--- config.mk ---
export PLATFORM = sky130hd
export DESIGN_NAME = int2flt
export DESIGN_NICKNAME = d
export VERILOG_FILES = /design/src/rtl/int2flt_pkg.sv /design/src/rtl/int2flt_round.sv /design/src/rtl/int2flt.sv
export SDC_FILE = /design/constraint.sdc
export NUM_CORES = 1
export LEC_CHECK = 0
export CORE_ASPECT_RATIO = 1.25
export CORE_UTILIZATION = 54
export CTS_BUF_LIST = sky130_fd_sc_hd__clkbuf_8
export CTS_CLUSTER_SIZE = 10
export DETAILED_ROUTE_END_ITERATION = 8
export HOLD_SLACK_MARGIN = 0.12
export PLACE_DENSITY = 0.87
export SYNTH_ARGS = -nofsm -noshare
export SYNTH_HDL_FRONTEND = slang
export SYNTH_HIERARCHICAL = 1
export SYNTH_SLANG_ARGS = --single-unit
--- constraint.sdc ---
create_clock -name clk -period 2.3 [get_ports clk]
set_input_delay 0.46 -clock clk [delete_from_list [all_inputs] [get_ports clk]]
set_output_delay 0.46 -clock clk [all_outputs]
set_load 0.005 [all_outputs]
--- src/rtl/int2flt_pkg.sv ---
// Shared types and constants for the int16 -> binary16 converter.
package int2flt_pkg;

  localparam int unsigned EXP_W     = 5;
  localparam int unsigned MANT_W    = 10;
  localparam int unsigned FP16_BIAS = 15;
  // Exponent of a magnitude whose bit 15 is the leading one.
  localparam int unsigned EXP_INIT  = FP16_BIAS + 15;

  typedef enum logic [3:0] {
    StIdle,
    StRdLo,
    StRdHi,
    StAbs,
    StNorm,
    StRound,
    StWrLo,
    StWrHi,
    StDone
  } state_e;

endpackage

--- src/rtl/int2flt_round.sv ---
// Round-to-nearest-even of a normalized 16-bit magnitude to a binary16 exponent/mantissa.
module fp16_round
  import int2flt_pkg::*;
(
  input  logic [15:0]       mag_i,
  input  logic [EXP_W-1:0]  exp_i,
  output logic [EXP_W-1:0]  exp_o,
  output logic [MANT_W-1:0] mant_o
);

  logic              guard;
  logic              sticky;
  logic              round_up;
  logic [MANT_W:0]   mant_sum;

  always_comb begin
    guard    = mag_i[4];
    sticky   = |mag_i[3:0];
    // Ties round toward an even mantissa (lsb is mag_i[5]).
    round_up = guard & (sticky | mag_i[5]);
    mant_sum = {1'b0, mag_i[14:5]} + {{MANT_W{1'b0}}, round_up};
    if (mant_sum[MANT_W]) begin
      mant_o = '0;
      exp_o  = exp_i + {{(EXP_W-1){1'b0}}, 1'b1};
    end else begin
      mant_o = mant_sum[MANT_W-1:0];
      exp_o  = exp_i;
    end
  end

endmodule

--- src/rtl/int2flt.sv ---
// Sequential int16 -> binary16 converter: reads two bytes, normalizes one bit per cycle,
// rounds, writes two bytes back and pulses done.
module int2flt
  import int2flt_pkg::*;
#(
  parameter logic [7:0] IN_ADDR  = 8'd0,
  parameter logic [7:0] OUT_ADDR = 8'd2
) (
  input  logic       clk,
  input  logic       reset,
  input  logic       start_i,
  output logic       done_o,
  output logic [7:0] dm_addr_o,
  output logic       dm_wr_en_o,
  output logic [7:0] dm_wdata_o,
  input  logic [7:0] dm_rdata_i
);

  state_e            state_q;
  logic              start_q;
  logic [15:0]       x_q;
  logic              sign_q;
  logic [15:0]       mag_q;
  logic [EXP_W-1:0]  exp_q;
  logic [15:0]       result_q;
  logic              done_q;
  logic [7:0]        addr_q;
  logic              wr_en_q;
  logic [7:0]        wdata_q;

  logic              trigger;
  logic [15:0]       abs_x;
  logic [EXP_W-1:0]  exp_rnd;
  logic [MANT_W-1:0] mant_rnd;
  logic [15:0]       round_res;

  always_comb begin
    trigger   = start_q & ~start_i;
    // 0x8000 negates to itself, which is the correct magnitude.
    abs_x     = x_q[15] ? (~x_q + 16'd1) : x_q;
    round_res = {sign_q, exp_rnd, mant_rnd};
  end

  fp16_round u_round (
    .mag_i  (mag_q),
    .exp_i  (exp_q),
    .exp_o  (exp_rnd),
    .mant_o (mant_rnd)
  );

  always_ff @(posedge clk) begin
    if (reset) begin
      state_q  <= StIdle;
      start_q  <= 1'b0;
      x_q      <= '0;
      sign_q   <= 1'b0;
      mag_q    <= '0;
      exp_q    <= '0;
      result_q <= '0;
      done_q   <= 1'b0;
      addr_q   <= '0;
      wr_en_q  <= 1'b0;
      wdata_q  <= '0;
    end else begin
      start_q <= start_i;
      done_q  <= 1'b0;
      wr_en_q <= 1'b0;
      unique case (state_q)
        StIdle: begin
          if (trigger) begin
            addr_q  <= IN_ADDR;
            state_q <= StRdLo;
          end
        end
        StRdLo: begin
          x_q[7:0] <= dm_rdata_i;
          addr_q   <= IN_ADDR + 8'd1;
          state_q  <= StRdHi;
        end
        StRdHi: begin
          x_q[15:8] <= dm_rdata_i;
          state_q   <= StAbs;
        end
        StAbs: begin
          sign_q <= x_q[15];
          mag_q  <= abs_x;
          exp_q  <= EXP_W'(EXP_INIT);
          if (abs_x == 16'd0) begin
            result_q <= '0;
            addr_q   <= OUT_ADDR;
            wdata_q  <= '0;
            wr_en_q  <= 1'b1;
            state_q  <= StWrLo;
          end else if (abs_x[15]) begin
            state_q <= StRound;
          end else begin
            state_q <= StNorm;
          end
        end
        StNorm: begin
          mag_q <= {mag_q[14:0], 1'b0};
          exp_q <= exp_q - {{(EXP_W-1){1'b0}}, 1'b1};
          if (mag_q[14]) begin
            state_q <= StRound;
          end
        end
        StRound: begin
          result_q <= round_res;
          addr_q   <= OUT_ADDR;
          wdata_q  <= round_res[7:0];
          wr_en_q  <= 1'b1;
          state_q  <= StWrLo;
        end
        StWrLo: begin
          addr_q  <= OUT_ADDR + 8'd1;
          wdata_q <= result_q[15:8];
          wr_en_q <= 1'b1;
          state_q <= StWrHi;
        end
        StWrHi: begin
          done_q  <= 1'b1;
          state_q <= StDone;
        end
        StDone: begin
          state_q <= StIdle;
        end
        default: begin
          state_q <= StIdle;
        end
      endcase
    end
  end

  assign done_o     = done_q;
  assign dm_addr_o  = addr_q;
  assign dm_wr_en_o = wr_en_q;
  assign dm_wdata_o = wdata_q;

endmodule

### Word-level counts from Yosys, hierarchy flattened

Index checks and enable logic that the tools add are counted.

* logic and storage cells: 63
* flip-flop bits (word level): 76
* output and inout bits: 18
* input port bits: 11

* multiplexer cells: 20
* $add $sub $neg: 4
* bitwise operators: 5
* reduce and logical (&&, ||, !) cells: 12
* eq/ne operators: 10

Operators by type and width (number)
* $pmux 8 s5: 1
* $mux 16: 2
* $pmux 16 s2: 1
* $pmux 4 s8: 1
* $pmux 15 s2: 1
* $mux 8: 3
* $pmux 8 s3: 1
* $add 16x1->16 const B: 1
* $eq 4x3->1 const B: 4
* $logic_not 16->1: 1
* $not 16->16: 1
* $add 10x1->11: 1
* $mux 10: 1
* $pmux 5 s2: 1
* $eq 4x2->1 const B: 2
* $mux 4: 2
* $ne 2x2->1 const B: 3
* $reduce_and 2->1: 3
* $add 5x1->5 const B: 1
* $mux 5: 1
* $reduce_bool 5->1: 1
* $sub 5x1->5 const B: 1
* $eq 4x1->1 const B: 1
* $logic_not 4->1: 1
* other kinds (11): 15

### Depth between registers and ports, before layout

Gate-level depths: netlist of run 1.

* depth in word-level cells: 6
* mapped depth: 10
* mapped depth without buffers: 10

### Hierarchy

Netlist of run 1, hierarchy kept.

Modules (own cells, without submodules)
* int2flt: cells each 378, instances 1, sequential area each 1261.2 um^2, area each 3070.4 um^2
* fp16_round: cells each 48, instances 1, sequential area each 0.0 um^2, area each 364.1 um^2

### Worst setup path before layout of run 1

No wires, ideal clock.

* path kind: register to register
* from: register x_q[1]
* to: register result_q[10]
* data arrival time: 2.190 ns
* path buffers: 0
* cell stages (with the launch flop): 11
* clock period less this slack: 2.317 ns
* path slack: -0.017 ns
* data required time: 2.172 ns
* library setup time: 0.128 ns
* cell sequence: dfxtp_1 > inv_1 > ha_1 > nor4b_1 > and4b_1 > o221ai_1 > nor2_1 > nand4b_1 > o31a_1 > a22oi_1 > nor2_1

* longest elaborated chain between the ends: 6

RTL lines
* from (decl): RTL line int2flt.sv:21 `logic [15:0] x_q;`
* from (signal assigned): RTL line int2flt.sv:76 `x_q[7:0] <= dm_rdata_i;`
* $not 16->16: RTL line int2flt.sv:40 `abs_x = x_q[15] ? (~x_q + 16'd1) : x_q;`
* $add 16x1->16: RTL line int2flt.sv:40
* $mux 16 (*): RTL line int2flt.sv:40
* $logic_not 16->1 (*): RTL line int2flt.sv:88 `if (abs_x == 16'd0) begin`
* $ne 2x2->1 (no source line) (*)
* $reduce_and 2->1 (no source line) (*)
* to (signal assigned): RTL line int2flt.sv:108 `result_q <= round_res;`
* to (decl): RTL line int2flt.sv:25 `logic [15:0] result_q;`

Every way passes the cells marked *; elsewhere a longest branch is shown, timed or not.
A chain may end at the register's enable or synchronous reset.

### Final worst setup path of run 1

* from: register x_q[3]
* to: register result_q[11]

The elaborated chain is that of the path after synthesis.

==> results of run 1 <==
## sequential cells by signal, summed over array words and instances, names as in the netlist, 2 cells and up
register and count:
x_q 16, mag_q 15, dm_wdata_o 8, result_q 8, exp_q 5, state_q 4, dm_addr_o 2
## through the flow
stage / cell area, sq um / setup TNS [ns] / power (mW) / setup WS [ns]
after global routing: 4220 / -2.91 / 2.43 / -0.184
after floorplan: 3430 / 0 / 1.30 / 0.0190
after detailed placement: 3900 / -2.85 / 1.40 / -0.179
final: 4220 / -1.32 / 2.34 / -0.0963
after CTS: 4170 / -0.256 / 2.32 / -0.0489
after global placement: 3900 / -0.855 / 1.39 / -0.0543
## cell type report
cell class | instances | area [sq um] | share of cell area
Multi-Input combinational cell | 325 | 2100 | 0.496
Timing Repair Buffer | 66 | 558 | 0.132
Sequential cell | 62 | 1250 | 0.295
Clock buffer | 12 | 165 | 0.0391
Clock inverter | 4 | 21.3 | 0.00504
Inverter | 9 | 33.8 | 0.00800
Tap cell | 82 | 103 | 0.0243
## repair_timing
item,4_1_cts,5_1_grt
hold endpoints to repair,0,0
setup endpoints to repair,20,33
pin swaps,20,14
setup buffers,3,1
resized for setup,11,11
gates cloned,0,0
## layer usage
layer	share of wire	vias up	global-route usage
li1	-	1616	-
met1	0.41	1560	0.314
met2	0.52	111	0.489
met3	0.043	32	0.0647
met4	0.035	0	0.160
met5	0	-	0
## final timing paths
check / start / to / slack (ns) / cells past startpoint
setup reg to reg: x_q[3]$_SDFFE_PP0P_ / result_q[11]$_SDFFE_PP0P_ / -0.1 / 9
hold reg to reg: dm_addr_o[1]$_SDFFE_PP0P_ / dm_addr_o[1]$_SDFFE_PP0P_ / 0.46 / 1
hold / removal: dm_addr_o[1]$_SDFFE_PP0P_ / dm_addr_o[1]$_SDFFE_PP0P_ / 0.46 / 1
setup / recovery: x_q[3]$_SDFFE_PP0P_ / result_q[11]$_SDFFE_PP0P_ / -0.1 / 9
## report_power, final
group	switching (mW)	total, mW	internal [mW]
combinational	0.172	0.336	0.164
clock	0.426	0.897	0.472
sequential	0.0194	1.11	1.09
==> metrics.csv, run 1 <==
metric,value,unit
CP bufs+invs,1,
clk_lat worst skew,0.34,ns
Ports,29,
final net count,488,
Worst slew margin,0.336,
Initial Util,0.573,
critical path type,reg -> reg,
Critical Path Source Type,register,
critical path's top delay family,simple AND/OR/NAND/NOR gates,
Row Count,31,
status,finished with violations,
skew final,0.00575,ns
Die Y,90.7,um
dpl hpwl,5980,um
LEAKAGE,1.58,nW
mapped cell area,3400,sq um
CP Cell Sequence,nor4_4 > buf_4 > nand4b_4 > or3b_4 > a21oi_4 > o22ai_4 > o31a_1 > a22oi_1 > nor2_1,
dpl cells,540,
HP Class,reg -> reg,
Overflow after GRT,0,
Initial DRC Count,325,
via count,3319,
Slew Limit Fails,0,
pin count of the biggest net entering global routing,38,
"Reg clk slew, reported paths",0.07,ns
Non-Filler Instances,560,
CTS tree,done,
"Setup violations, final",19,
share of cells above drive strength 1,0.190,
maximum buffer depth of the clock tree,2,
first-pass GRT wire length,14700,um
post-synthesis cell count,423,
final hold slack,0.458,ns
Critical Path RT,2.53,ns
Tmin final,2.40,ns
Port Buffers,22,
crit share post-route,1.04,
Post-DRT Antenna Nets,0,
PwrDens,554,nW/um^2
Max Cap Viol,0,
CTS Hold Bufs,0,
syn avg cell area,8.04,sq um
Core Footprint,5930,sq um
Peak supply drop,0.390,mV
Yosys warnings,6,
Worst Setup End Kind,register,
vias per cell,5.93,
# fillers,441,
Critical Path Max Stage Delay,0.42,ns
cts bufs inserted,9,
# clock sinks,62,
vias in the first global route,3193,
fin util,0.712,
initial antenna violation count,0,
Worst-Margin Slew,0.992,ns
drt first pass iters,4,
Worst path slowest cell,or3b_4,
Post-Route WL,8710,um
root buffer cell,clkbuf_8,
wire length per cell,15.6,um
DRC,0,
Final Hold Fails,0,
CP max FO,8,
area delta synth->final,24.2,%
gr usage total,0.285,
diode count,0,
area of the die,6620,sq um
"most common cell after layout, fill and taps aside",nand2_1,
CTS H-tree lvls,3,
fmax,417,MHz
Final WS setup,-0.0963,ns
RSZ-0062 raised after global routing,true,
most frequent cells in the layout,"nand2_1 (62), dfxtp_1 (60), buf_4 (43)",
die width,73.0,um
failing checks,negative setup slack,
RePlAce Congestion,0.850,
crit path DAT,2.62,ns
Note: power is estimated with default switching activity, not from simulation.
==> run 2, diff against run 1 <==
--- a/config.mk
+++ b/config.mk
@@ -12,6 +12,7 @@
 export DETAILED_ROUTE_END_ITERATION = 8
 export HOLD_SLACK_MARGIN = 0.12
 export PLACE_DENSITY = 0.87
+export RECOVER_POWER = 25
 export SYNTH_ARGS = -nofsm -noshare
 export SYNTH_HDL_FRONTEND = slang
 export SYNTH_HIERARCHICAL = 1
==> run 2 against run 1 <==
Against the previous run: the run still ends with negative setup slack left; first-iteration DRC count fell by 1.5%; flip-flop and latch count did not move; total power barely moved; largest cell class unchanged.
==> metrics.csv, run 2 (synthesized netlist as in run 1, its figures left out) <==
metric,value,unit
"Setup violations, final",20,
diode count,0,
clk_lat worst skew,0.34,ns
Final WS setup,-0.101,ns
"setup slack, reg-to-reg",-0.10,ns
HP Class,reg -> reg,
Port Buffers,22,
initial antenna violation count,0,
cts bufs inserted,9,
Die Y,90.7,um
most frequent cells in the layout,"nand2_1 (62), dfxtp_1 (60), a21oi_1 (42)",
pin count of the biggest net entering global routing,38,
share of cells above drive strength 1,0.186,
CTS H-tree lvls,3,
skew final,0.00595,ns
CP max FO,8,
Worst-Margin Slew,1.00,ns
crit share post-route,1.04,
Max Cap Viol,0,
Critical Path Source Type,register,
root buffer cell,clkbuf_8,
Tmin final,2.40,ns
vias per cell,5.93,
Final TNS setup,-1.45,ns
Ports,29,
hold wc startpoint,dm_addr_o[1]$_SDFFE_PP0P_,
fmax,416,MHz
max FFs per register,16,
failing checks,negative setup slack,
RePlAce Congestion,0.850,
status,finished with violations,
Slew Limit Fails,0,
Critical Path RT,2.53,ns
Setup crit start,x_q[3]$_SDFFE_PP0P_,
Core Footprint,5930,sq um
r2r endpoint,result_q[11]$_SDFFE_PP0P_,
crit path DAT,2.63,ns
drt first pass iters,4,
Post-Route WL,8720,um
DRC,0,
"most common cell after layout, fill and taps aside",nand2_1,
wire length per cell,15.6,um
Post-DRT Antenna Nets,0,
Worst Reg-to-Reg Cells,9,
dpl hpwl,5980,um
LEAKAGE,1.57,nW
"Reg clk slew, reported paths",0.07,ns
CTS Hold Bufs,0,
die width,73.0,um
maximum buffer depth of the clock tree,2,
RSZ-0062 raised after global routing,true,
Worst R2R Start,x_q[3]$_SDFFE_PP0P_,
gr usage total,0.285,
area delta synth->final,23.9,%
Top reg by flops,x_q,
Worst Setup End Kind,register,
via count,3319,
Hold Path Stages,1,
CTS tree,done,
Final Hold Fails,0,
Overflow after GRT,0,
Row Count,31,
first-pass GRT wire length,14700,um
final net count,488,
Initial Util,0.573,
vias in the first global route,3193,
Peak supply drop,0.368,mV
Hold Path End,dm_addr_o[1]$_SDFFE_PP0P_,
Worst slew margin,0.331,
fin util,0.711,
Initial DRC Count,320,
# fillers,442,
area of the die,6620,sq um
critical path type,reg -> reg,
PwrDens,555,nW/um^2
# clock sinks,62,
largest registers,"x_q (16), mag_q (15)",
-- run 2: changes by cell type in the layout (fill, tap and decap cells not counted), sizes merged --
cell           delta
clkbuf            +2
dlygate4sd3       +1
clkdlybuf4s50     -1
buf               -2
-- run 2: worst max path at each step --
stage / to / slack (ns) / depth (start not counted)
3_5_place_dp: result_q[12]$_SDFFE_PP0P_ / -0.18 / 10
5_1_grt: dm_wdata_o[0]$_SDFFE_PP0P_ / -0.18 / 12
6_report: result_q[11]$_SDFFE_PP0P_ / -0.10 / 9
4_1_cts: result_q[12]$_SDFFE_PP0P_ / -0.05 / 9
3_3_place_gp: result_q[8]$_SDFFE_PP0P_ / -0.05 / 8
2_1_floorplan: result_q[10]$_SDFFE_PP0P_ / 0.02 / 9
-- run 2: report_power, final --
group	internal, mW	switching (mW)	total, mW	leakage, nW
registers	1.09	0.0195	1.11	0.502
logic	0.162	0.172	0.334	0.971
clock network	0.472	0.427	0.899	0.0996
total	1.72	0.619	2.34	1.57
-- run 2: timing repair --
item,4_1_cts,5_1_grt
pin swaps,20,14
resized for setup,11,11
buffers inserted,3,1
setup endpoints to repair,20,33
-- run 2: layout make-up --
class	count	area, sq um	share of cell area
multi-input combinational	325	2100	0.497
sequential	62	1250	0.296
timing repair buffer	66	551	0.131
clock buffer	12	165	0.0392
tap	82	103	0.0243
inverter	9	33.8	0.00801
clock inverter	4	21.3	0.00504
-- run 2: critical path, stage by stage (launching register included) --
cell      delay (ns)
dfxtp_4         0.36
nor4_4          0.29
buf_4           0.20
nand4b_4        0.09
or3b_4          0.42
a21oi_4         0.17
o22ai_4         0.11
o31a_1          0.36
a22oi_1         0.22
nor2_1          0.06
-- run 2: layer usage --
layer | vias to the layer above | routed length (um) | global-route usage | part of all wire
met1 | 1567 | 3610 | 0.314 | 0.41
met2 | 101 | 4500 | 0.489 | 0.52
met4 | 0 | 303 | 0.160 | 0.035
li1 | 1619 | - | - | -
met3 | 32 | 308 | 0.0647 | 0.035
met5 | - | 0 | 0 | 0
-- run 2: stage by stage --
| step | setup WS (ns) | instances | power (mW) | hold WS, ns | cell area [sq um] |
|---|---|---|---|---|---|
| after floorplan | 0.0190 | 428 | 1.30 | 0.437 | 3430 |
| after global placement | -0.0543 | 540 | 1.39 | 0.433 | 3900 |
| after detailed placement | -0.179 | 540 | 1.40 | 0.444 | 3900 |
| after CTS | -0.0489 | 559 | 2.32 | 0.459 | 4170 |
| after global routing | -0.184 | 560 | 2.43 | 0.483 | 4220 |
| final | -0.101 | 560 | 2.34 | 0.456 | 4220 |
==> run 3, diff against run 2 <==
--- a/config.mk
+++ b/config.mk
@@ -5,6 +5,7 @@
 export SDC_FILE = /design/constraint.sdc
 export NUM_CORES = 1
 export LEC_CHECK = 0
+export ABC_CLOCK_PERIOD_IN_PS = 2300
 export CORE_ASPECT_RATIO = 1.25
 export CORE_UTILIZATION = 54
 export CTS_BUF_LIST = sky130_fd_sc_hd__clkbuf_8
==> constraint.sdc (replaced) <==
create_clock -name clk -period 2.3 [get_ports clk]
set_input_delay 0.46 -clock clk [delete_from_list [all_inputs] [get_ports clk]]
set_output_delay 0.46 -clock clk [all_outputs]
set_load 0.05 [all_outputs]
==> results of run 3 <==
Same layout as run 2 (identical final DEF). Status: finished with violations: negative setup slack.
Main changes from that run: total power 2.34 mW -> 2.36 mW; worst IR drop on VDD 0.368 mV -> 0.369 mV
